### config.mk
export PLATFORM = sky130hd
export DESIGN_NAME = rca_nibble_sequencer_flat
export DESIGN_NICKNAME = d
export VERILOG_FILES = /design/src/rtl/rca_nibble_sequencer_if.sv /design/src/rtl/rca_nibble_sequencer.sv /design/src/flat_wrapper.sv
export SDC_FILE = /design/constraint.sdc
export NUM_CORES = 1
export LEC_CHECK = 0
export ABC_AREA = 1
export BUFFER_PORTS_ARGS = -buffer_cell sky130_fd_sc_hd__clkbuf_2
export CAP_MARGIN = 20
export CORE_MARGIN = 2
export CORE_UTILIZATION = 48
export DETAILED_ROUTE_END_ITERATION = 8
export HOLD_SLACK_MARGIN = 0.06
export PLACE_DENSITY_LB_ADDON = 0.2
export SLEW_MARGIN = 15
export SYNTH_ARGS = -nofsm -noshare
export SYNTH_HDL_FRONTEND = slang
export SYNTH_HIERARCHICAL = 1
export SYNTH_SLANG_ARGS = --single-unit
### constraint.sdc
create_clock -name clk -period 2.15 [get_ports clk]
set_clock_uncertainty 0.1 [all_clocks]
set_input_delay 0.3225 -clock clk [delete_from_list [all_inputs] [get_ports clk]]
set_output_delay 0.3225 -clock clk [all_outputs]
set_load 0.005 [all_outputs]
### src/rtl/rca_nibble_sequencer_if.sv
// Operand/result handshake bundle for the nibble-serial adder.
// The master side issues operands and accepts results; the slave side is the adder.
interface rca_nibble_sequencer_if #(
  parameter int WIDTH = 16
);
  // Operand request channel
  logic             in_valid;
  logic             in_ready;
  logic [WIDTH-1:0] a;
  logic [WIDTH-1:0] b;
  logic             cin;

  // Result channel
  logic             out_valid;
  logic             out_ready;
  logic [WIDTH-1:0] s;
  logic             cout;
  logic             v;

  modport master (
    output in_valid,
    output a,
    output b,
    output cin,
    output out_ready,
    input  in_ready,
    input  out_valid,
    input  s,
    input  cout,
    input  v
  );

  modport slave (
    input  in_valid,
    input  a,
    input  b,
    input  cin,
    input  out_ready,
    output in_ready,
    output out_valid,
    output s,
    output cout,
    output v
  );
endinterface

### src/rtl/rca_nibble_sequencer.sv
// Multi-precision adder front end.
// Adds two WIDTH-bit operands four bits per cycle through a single 4-bit
// ripple-carry adder, carrying between cycles through a register.  Operands
// are captured on the input handshake and shifted right one nibble per RUN
// cycle; the sum is assembled by shifting each new nibble in at the top, so
// after WIDTH/4 cycles the full sum sits in place.
// WIDTH must be a multiple of 4 and at least 8.

// 4-bit ripple-carry adder built from full-adder cells.
module rca4 (
  input  logic [3:0] a,
  input  logic [3:0] b,
  input  logic       cin,
  output logic [3:0] s,
  output logic       cout
);

  // Full-adder sum bit.
  function automatic logic fa_sum(input logic x, input logic y, input logic ci);
    return x ^ y ^ ci;
  endfunction

  // Full-adder carry bit (majority of the three inputs).
  function automatic logic fa_carry(input logic x, input logic y, input logic ci);
    return (x & y) | (x & ci) | (y & ci);
  endfunction

  logic [4:0] carry_s;

  // Ripple the carry through the four bit positions.
  always_comb begin
    carry_s    = 5'd0;
    s          = 4'd0;
    carry_s[0] = cin;
    for (int i = 0; i < 4; i++) begin
      s[i]         = fa_sum(a[i], b[i], carry_s[i]);
      carry_s[i+1] = fa_carry(a[i], b[i], carry_s[i]);
    end
    cout = carry_s[4];
  end

endmodule

module rca_nibble_sequencer #(
  parameter int WIDTH = 16
) (
  input  logic                  clk,
  input  logic                  rst,
  rca_nibble_sequencer_if.slave bus
);

  localparam int                NIB      = WIDTH / 4;
  localparam int                CNT_W    = $clog2(NIB);
  localparam logic [CNT_W-1:0]  LAST_CNT = CNT_W'(NIB - 1);

  typedef enum logic [1:0] {
    IDLE = 2'd0,
    RUN  = 2'd1,
    DONE = 2'd2
  } state_t;

  state_t           state_r;
  state_t           next_state_s;

  // Operand shift registers: the low nibble is always the one being added.
  logic [WIDTH-1:0] a_r;
  logic [WIDTH-1:0] b_r;
  logic             carry_r;
  logic [CNT_W-1:0] cnt_r;

  // Operand sign bits, kept because the operand registers are shifted away.
  logic             a_msb_r;
  logic             b_msb_r;

  // Result registers driven straight onto the bus.
  logic [WIDTH-1:0] s_r;
  logic             cout_r;
  logic             v_r;
  logic             out_valid_r;

  // Per-cycle control decoded from the state.
  logic             load_s;
  logic             step_s;
  logic             last_s;

  // Nibble adder outputs for the current step.
  logic [3:0]       nib_sum_s;
  logic             nib_cout_s;

  rca4 u_rca4 (
    .a    (a_r[3:0]),
    .b    (b_r[3:0]),
    .cin  (carry_r),
    .s    (nib_sum_s),
    .cout (nib_cout_s)
  );

  // Next-state and step control; IN_VALID only matters in IDLE.
  always_comb begin
    next_state_s = state_r;
    load_s       = 1'b0;
    step_s       = 1'b0;
    last_s       = 1'b0;
    case (state_r)
      IDLE: begin
        if (bus.in_valid) begin
          load_s       = 1'b1;
          next_state_s = RUN;
        end else begin
          next_state_s = IDLE;
        end
      end
      RUN: begin
        step_s = 1'b1;
        if (cnt_r == LAST_CNT) begin
          last_s       = 1'b1;
          next_state_s = DONE;
        end else begin
          next_state_s = RUN;
        end
      end
      DONE: begin
        if (bus.out_ready) begin
          next_state_s = IDLE;
        end else begin
          next_state_s = DONE;
        end
      end
      default: begin
        next_state_s = IDLE;
      end
    endcase
  end

  // State register.
  always_ff @(posedge clk or posedge rst) begin
    if (rst) begin
      state_r <= IDLE;
    end else begin
      state_r <= next_state_s;
    end
  end

  // Operand capture on handshake, then shift one nibble per RUN cycle.
  always_ff @(posedge clk or posedge rst) begin
    if (rst) begin
      a_r     <= {WIDTH{1'b0}};
      b_r     <= {WIDTH{1'b0}};
      carry_r <= 1'b0;
      cnt_r   <= {CNT_W{1'b0}};
      a_msb_r <= 1'b0;
      b_msb_r <= 1'b0;
    end else if (load_s) begin
      a_r     <= bus.a;
      b_r     <= bus.b;
      carry_r <= bus.cin;
      cnt_r   <= {CNT_W{1'b0}};
      a_msb_r <= bus.a[WIDTH-1];
      b_msb_r <= bus.b[WIDTH-1];
    end else if (step_s) begin
      a_r     <= {4'd0, a_r[WIDTH-1:4]};
      b_r     <= {4'd0, b_r[WIDTH-1:4]};
      carry_r <= nib_cout_s;
      cnt_r   <= cnt_r + CNT_W'(1);
    end else begin
      a_r     <= a_r;
      b_r     <= b_r;
      carry_r <= carry_r;
      cnt_r   <= cnt_r;
    end
  end

  // Sum assembly: each new nibble enters at the top and older ones move down.
  always_ff @(posedge clk or posedge rst) begin
    if (rst) begin
      s_r <= {WIDTH{1'b0}};
    end else if (step_s) begin
      s_r <= {nib_sum_s, s_r[WIDTH-1:4]};
    end else begin
      s_r <= s_r;
    end
  end

  // Carry-out and signed overflow are taken from the top nibble's step.
  always_ff @(posedge clk or posedge rst) begin
    if (rst) begin
      cout_r <= 1'b0;
      v_r    <= 1'b0;
    end else if (last_s) begin
      cout_r <= nib_cout_s;
      v_r    <= (a_msb_r == b_msb_r) && (nib_sum_s[3] != a_msb_r);
    end else begin
      cout_r <= cout_r;
      v_r    <= v_r;
    end
  end

  // Result valid mirrors the DONE state, registered.
  always_ff @(posedge clk or posedge rst) begin
    if (rst) begin
      out_valid_r <= 1'b0;
    end else begin
      out_valid_r <= (next_state_s == DONE);
    end
  end

  // IN_READY is decoded from the state so it is already high while in reset.
  assign bus.in_ready  = (state_r == IDLE);
  assign bus.out_valid = out_valid_r;
  assign bus.s         = s_r;
  assign bus.cout      = cout_r;
  assign bus.v         = v_r;

endmodule

### src/flat_wrapper.sv
// flat-port wrapper written by rule: the top's interface ports become plain ports
module rca_nibble_sequencer_flat 
#(
  parameter int WIDTH = 16
)
  (clk, rst, bus_in_valid, bus_a, bus_b, bus_cin, bus_out_ready, bus_in_ready, bus_out_valid, bus_s, bus_cout, bus_v);
  rca_nibble_sequencer_if #(.WIDTH(WIDTH)) bus_i ();
  input  logic clk;
  input  logic rst;
  input wire logic [$bits(bus_i.in_valid)-1:0] bus_in_valid;
  input wire logic [$bits(bus_i.a)-1:0] bus_a;
  input wire logic [$bits(bus_i.b)-1:0] bus_b;
  input wire logic [$bits(bus_i.cin)-1:0] bus_cin;
  input wire logic [$bits(bus_i.out_ready)-1:0] bus_out_ready;
  output wire logic [$bits(bus_i.in_ready)-1:0] bus_in_ready;
  output wire logic [$bits(bus_i.out_valid)-1:0] bus_out_valid;
  output wire logic [$bits(bus_i.s)-1:0] bus_s;
  output wire logic [$bits(bus_i.cout)-1:0] bus_cout;
  output wire logic [$bits(bus_i.v)-1:0] bus_v;
  assign bus_i.in_valid = bus_in_valid;
  assign bus_i.a = bus_a;
  assign bus_i.b = bus_b;
  assign bus_i.cin = bus_cin;
  assign bus_i.out_ready = bus_out_ready;
  assign bus_in_ready = bus_i.in_ready;
  assign bus_out_valid = bus_i.out_valid;
  assign bus_s = bus_i.s;
  assign bus_cout = bus_i.cout;
  assign bus_v = bus_i.v;
  rca_nibble_sequencer #(.WIDTH(WIDTH)) u_core (.clk(clk), .rst(rst), .bus(bus_i));
endmodule
Word level (Yosys, flattened, before mapping)
Index checks and enable logic that the tools add are counted.
- output and inout bits: 20
- bits in registers: 58
- bits in read-only memories: 0
- RAM bits: 0
- memories: 0
- word-level logic and storage cells: 66
- input bits: 37
- bits in latches: 0
- shifts and indexed selects: 0
- equal/unequal tests: 6
- mux-type cells: 17
- divide/modulo/power cells: 0
- reduce and logical (&&, ||, !) cells: 3
- bitwise logic cells: 28
- $mul: 0
- $add $sub $neg: 1
- magnitude comparators: 0
- operators by type and width (cell ; number):
    two-way mux 16 bit ; 4
    AND 1 bit ; 12
    two-way mux 1 bit ; 8
    two-way mux 2 bit ; 4
    bitwise OR 1 bit ; 8
    bitwise XOR 1 bit ; 8
    equality test 2 bit, second input constant ; 3
    one-hot mux 2 bit (3 select lines) ; 1
    adder 2 x 1 -> 2 bit, second input constant ; 1
    equality test 2 x 1 -> 1 bit, second input constant ; 1
    zero test 2 bit ; 1
    nonzero test 2 bit ; 1
    equality test 1 bit ; 1
    logical AND 1 bit ; 1
    inequality test 1 bit ; 1

Depth between registers and ports, before layout
- word-level depth: 14
- depth in mapped cells: 13
- depth with buffers taken out: 13

Modules after synthesis
Netlist, hierarchy kept.
- modules (own cells, without submodules) (module ; cells each ; area an instance (um2) ; sequential area each (um2) ; instances):
    rca_nibble_sequencer ; 286 ; 2487.4 ; 1451.4 ; 1
    rca4 ; 14 ; 117.6 ; 0.0 ; 1

Worst setup path before layout
Ideal clock, no wire load.
- path type: reg2reg
- start point: register u_core.a_r[0]
- end point: register u_core.v_r, in the netlist u_core/bus.v
- library setup time: 0.116 ns
- arrival time: 2.101 ns
- path buffers: 0
- path slack: -0.167 ns
- data required time: 1.934 ns
- cell stages (with the launch flop): 14
- clock period less this slack: 2.317 ns
- cells stage by stage: dfrtp_1 -> inv_1 -> fa_1 -> inv_1 -> fa_1 -> fa_1 -> inv_1 -> fa_1 -> inv_1 -> inv_1 -> nand3_1 -> nand2_1 -> nand2_1 -> nand2_1
- cells in the longest elaborated chain, start to end: 12
- elaborated cells between the ends (all ways): 15
- those cells by class: eq/ne (1); bitwise (13); reduce/logical (1)
- RTL lines (item ; line ; source):
    start, declared ; rca_nibble_sequencer.sv:66 ; logic [WIDTH-1:0] a_r;
    start signal, assigned ; rca_nibble_sequencer.sv:147 ; a_r <= {WIDTH{1'b0}};
    start signal, assigned ; rca_nibble_sequencer.sv:154 ; a_r <= bus.a;
    start signal, assigned ; rca_nibble_sequencer.sv:161 ; a_r <= {4'd0, a_r[WIDTH-1:4]};
    AND 1 bit ; rca_nibble_sequencer.sv:25 ; return (x & y) | (x & ci) | (y & ci);
    bitwise OR 1 bit (*) (2 in series) ; rca_nibble_sequencer.sv:25 ;
    AND 1 bit ; rca_nibble_sequencer.sv:25 ;
    bitwise OR 1 bit ; rca_nibble_sequencer.sv:25 ;
    bitwise OR 1 bit (*) ; rca_nibble_sequencer.sv:25 ;
    AND 1 bit ; rca_nibble_sequencer.sv:25 ;
    bitwise OR 1 bit ; rca_nibble_sequencer.sv:25 ;
    bitwise OR 1 bit (*) ; rca_nibble_sequencer.sv:25 ;
    bitwise XOR 1 bit (*) ; rca_nibble_sequencer.sv:20 ; return x ^ y ^ ci;
    net u_core.nib_sum_s[3] ; rca_nibble_sequencer.sv:87 ; logic [3:0] nib_sum_s;
    inequality test 1 bit (*) ; rca_nibble_sequencer.sv:191 ; v_r <= (a_msb_r == b_msb_r) && (nib_sum_s[3] != a_msb_r);
    logical AND 1 bit (*) ; rca_nibble_sequencer.sv:191 ;
    end signal, assigned ; rca_nibble_sequencer.sv:191 ;
    end signal, assigned ; rca_nibble_sequencer.sv:194 ; v_r <= v_r;
    end, declared ; rca_nibble_sequencer.sv:78 ; logic v_r;
Mark *: on every way through the listed nets, which the timed path passes. The rest lies on a longest branch.
A chain may end at the register's enable or synchronous reset.

Worst setup path in the final report
Same ends and word-level chain as after synthesis.

==> results.toml <==
[place]
io_buffers = 56
dpl.cell_count = 417
hpwlAfterDp_um = 3730
place_congestion = 0.741
place_ws_ns = -0.173

[cts]
h-tree-depth = 3
cts_tree = "built"
cts_buffers = 9
clock_path_buffers = 2
clk_pin_slew_ns = 0.06
cts.sinks = 58
cts_root_buffer = "clkbuf_8"
clk_latency_ns = 0.32

[timing]
finalHoldViolCount = 0
drv_slew = 0
setup_viol = 2
setup_slack_ns = -0.168
timing.final.crit_share_pct = 108
relSlewSlack_pct = 62.1
fmax_ghz = 0.431
worstMarginPinSlew_ns = 0.568
min_period_ns = 2.32
rsz0062_at_grt = "true"

[detailed_routing]
wl_met1_um = 2390
wl_met2_um = 2610
drc_errors = 0
routed.top_layer = "met4"
viasPerCell = 4.92
wire_per_inst_um = 12.3
first_pass_iters = 4
routed_wl_um = 5340
antenna_left = 0
wl_met3_um = 265
dr_total_vias = 2146
first_iter_violations = 122

[die]
rows = 26
initial_core_util_pct = 50.4
dieArea_um2 = 6030
pin_count = 57
dieWidth_um = 77.7
dieHeight_um = 77.7
core_region_area_um2 = 5170

[logic_synthesis]
yosysWarnings = 6
syn_inst = 300
syn_nets = 342
ys.flop_type = "dfrtp_1"
yosysUniqueCellTypes = 17
synth-seq-cells = 58
synth-edff-count = 0
synth-seq-area-share_pct = 55.7
syn_avg_cell_area_um2 = 8.68
synth.cell_area_um2 = 2600
async_flop_share_pct = 100

[setup_path]
cp-start-kind = "flip-flop"
path_class = "flip-flop to flip-flop"
ff2ff_setup_slack_ns = -0.17
end_kind = "flip-flop"
cp_max_fo = 2
critPathRequiredTime_ns = 2.26
cp_data_arrival_time_ns = 2.43

[outcome]
status = "finished, violations left"
violations = "negative setup slack"

[power]
leakage_uw = 0.00172
power_density_nw_per_um2 = 1440
ir_drop_mv = 0.651

[final_layout]
fin_cells = 436
layout_common_cells = "nand2_1 (128), dfrtp_1 (58), nand3_1 (57)"
final_common_cell = "nand2_1"
syn_to_final_growth_pct = 20.8
layout-drive-gt1-share_pct = 25.1
fin_nets = 403
insertedDiodeCount = 0

[min_path]
hold_class = "input port to flip-flop"

[flow_run]
maxCapViolations = 0

[grt]
grtUsageTotal_pct = 20.0
grt_max_degree = 34
grt_pass1_vias = 2114
grt_first_pass_wirelength_um = 9470
antenna_found_initial = 0
overflow = 0
-- area by class of cell --
type	instances	area (µm²)
multi-input cells	206	967
fillers	476	2030
clock inverters	3	40.0
clock buffers	13	139
well taps	70	87.6
inverters	19	71.3
flip-flops and latches	58	1450
repair buffers	67	390
-- per-stage QoR --
stage	instance area, µm²	hold WS (ns)	util [%]	TNS (ns)	power [µW]
final	3150	0.102	60.8	-0.239	4550
after global placement	2940	0.296	56.9	-0.184	3550
after floorplan	2610	0.320	-	-0.0974	3130
after global routing	3150	0.0965	60.8	-0.467	4970
after detailed placement	2940	0.300	56.9	-0.253	3620
after CTS	3140	0.0874	60.7	-0.240	4580
-- cells in the mapped netlist, types with 3 or more instances --
| master | count | area share, % |
|---|---|---|
| nand2_2 | 3 | 0.72 |
| fa_1 | 4 | 3.1 |
| nand2_1 | 128 | 18 |
| inv_1 | 17 | 2.4 |
| buf_2 | 6 | 1.2 |
| buf_4 | 5 | 1.4 |
| nand3_1 | 57 | 11 |
| buf_6 | 4 | 1.7 |
| dfrtp_1 | 58 | 56 |
| o21ai_0 | 7 | 1.3 |
-- per-layer routing --
metal	global-route usage (%)	vias to the layer above
li1	-	1069
met1	24.9	1011
met2	33.4	59
met3	4.53	7
met4	8.57	0
met5	0	-
-- path summary, 6_finish.rpt --
kind / start / depth (start not counted) / end
hold / removal: bus_out_ready / 2 / u_core/state_r[1]
max in group asynchronous: rst / 4 / u_core/b_r[10]
min in group asynchronous: rst / 3 / u_core/a_msb_r
hold reg to reg: u_core/b_r[12] / 2 / u_core/b_r[12]
setup reg to reg: u_core/a_r[0] / 13 / u_core/bus.v
setup / recovery: u_core/a_r[0] / 13 / u_core/bus.v
-- flip-flops by register name (all words and copies together) (netlist names), 2 cells and up --
name,count
u_core/a_r,16
u_core/b_r,16
u_core/bus.s,16
u_core/cnt_r,2
u_core/state_r,2
-- kinds of logic after synthesis --
family	synth area share, %
fa+ha+maj	3.55
simple gates	30.8
buf+inv	7.35
flops	55.7
compound gates	2.55
-- what timing repair did --
action                                  CTS  global route
hold buffers                              1             0
hold endpoints to repair                 25             0
pin swaps                                 0             0
endpoints found under the setup margin    2             2
setup buffers                             1             1
resized for setup                         1             2
-- report_power, final --
part	switching, µW	internal, µW	total, µW
clock	391	533	924
combinational	1050	710	1760
sequential	312	1550	1860
-- critical path: stages, from the launching register on --
cell and delay (ns):
dfrtp_1 0.39, inv_2 0.06, fa_1 0.16, inv_1 0.05, fa_2 0.33, fa_2 0.34, inv_2 0.06, fa_1 0.41
inv_2 0.07, inv_1 0.04, nand3_1 0.05, nand2_1 0.05, nand2_1 0.05, nand2_1 0.04
Note: power is estimated with default switching activity, not from simulation.
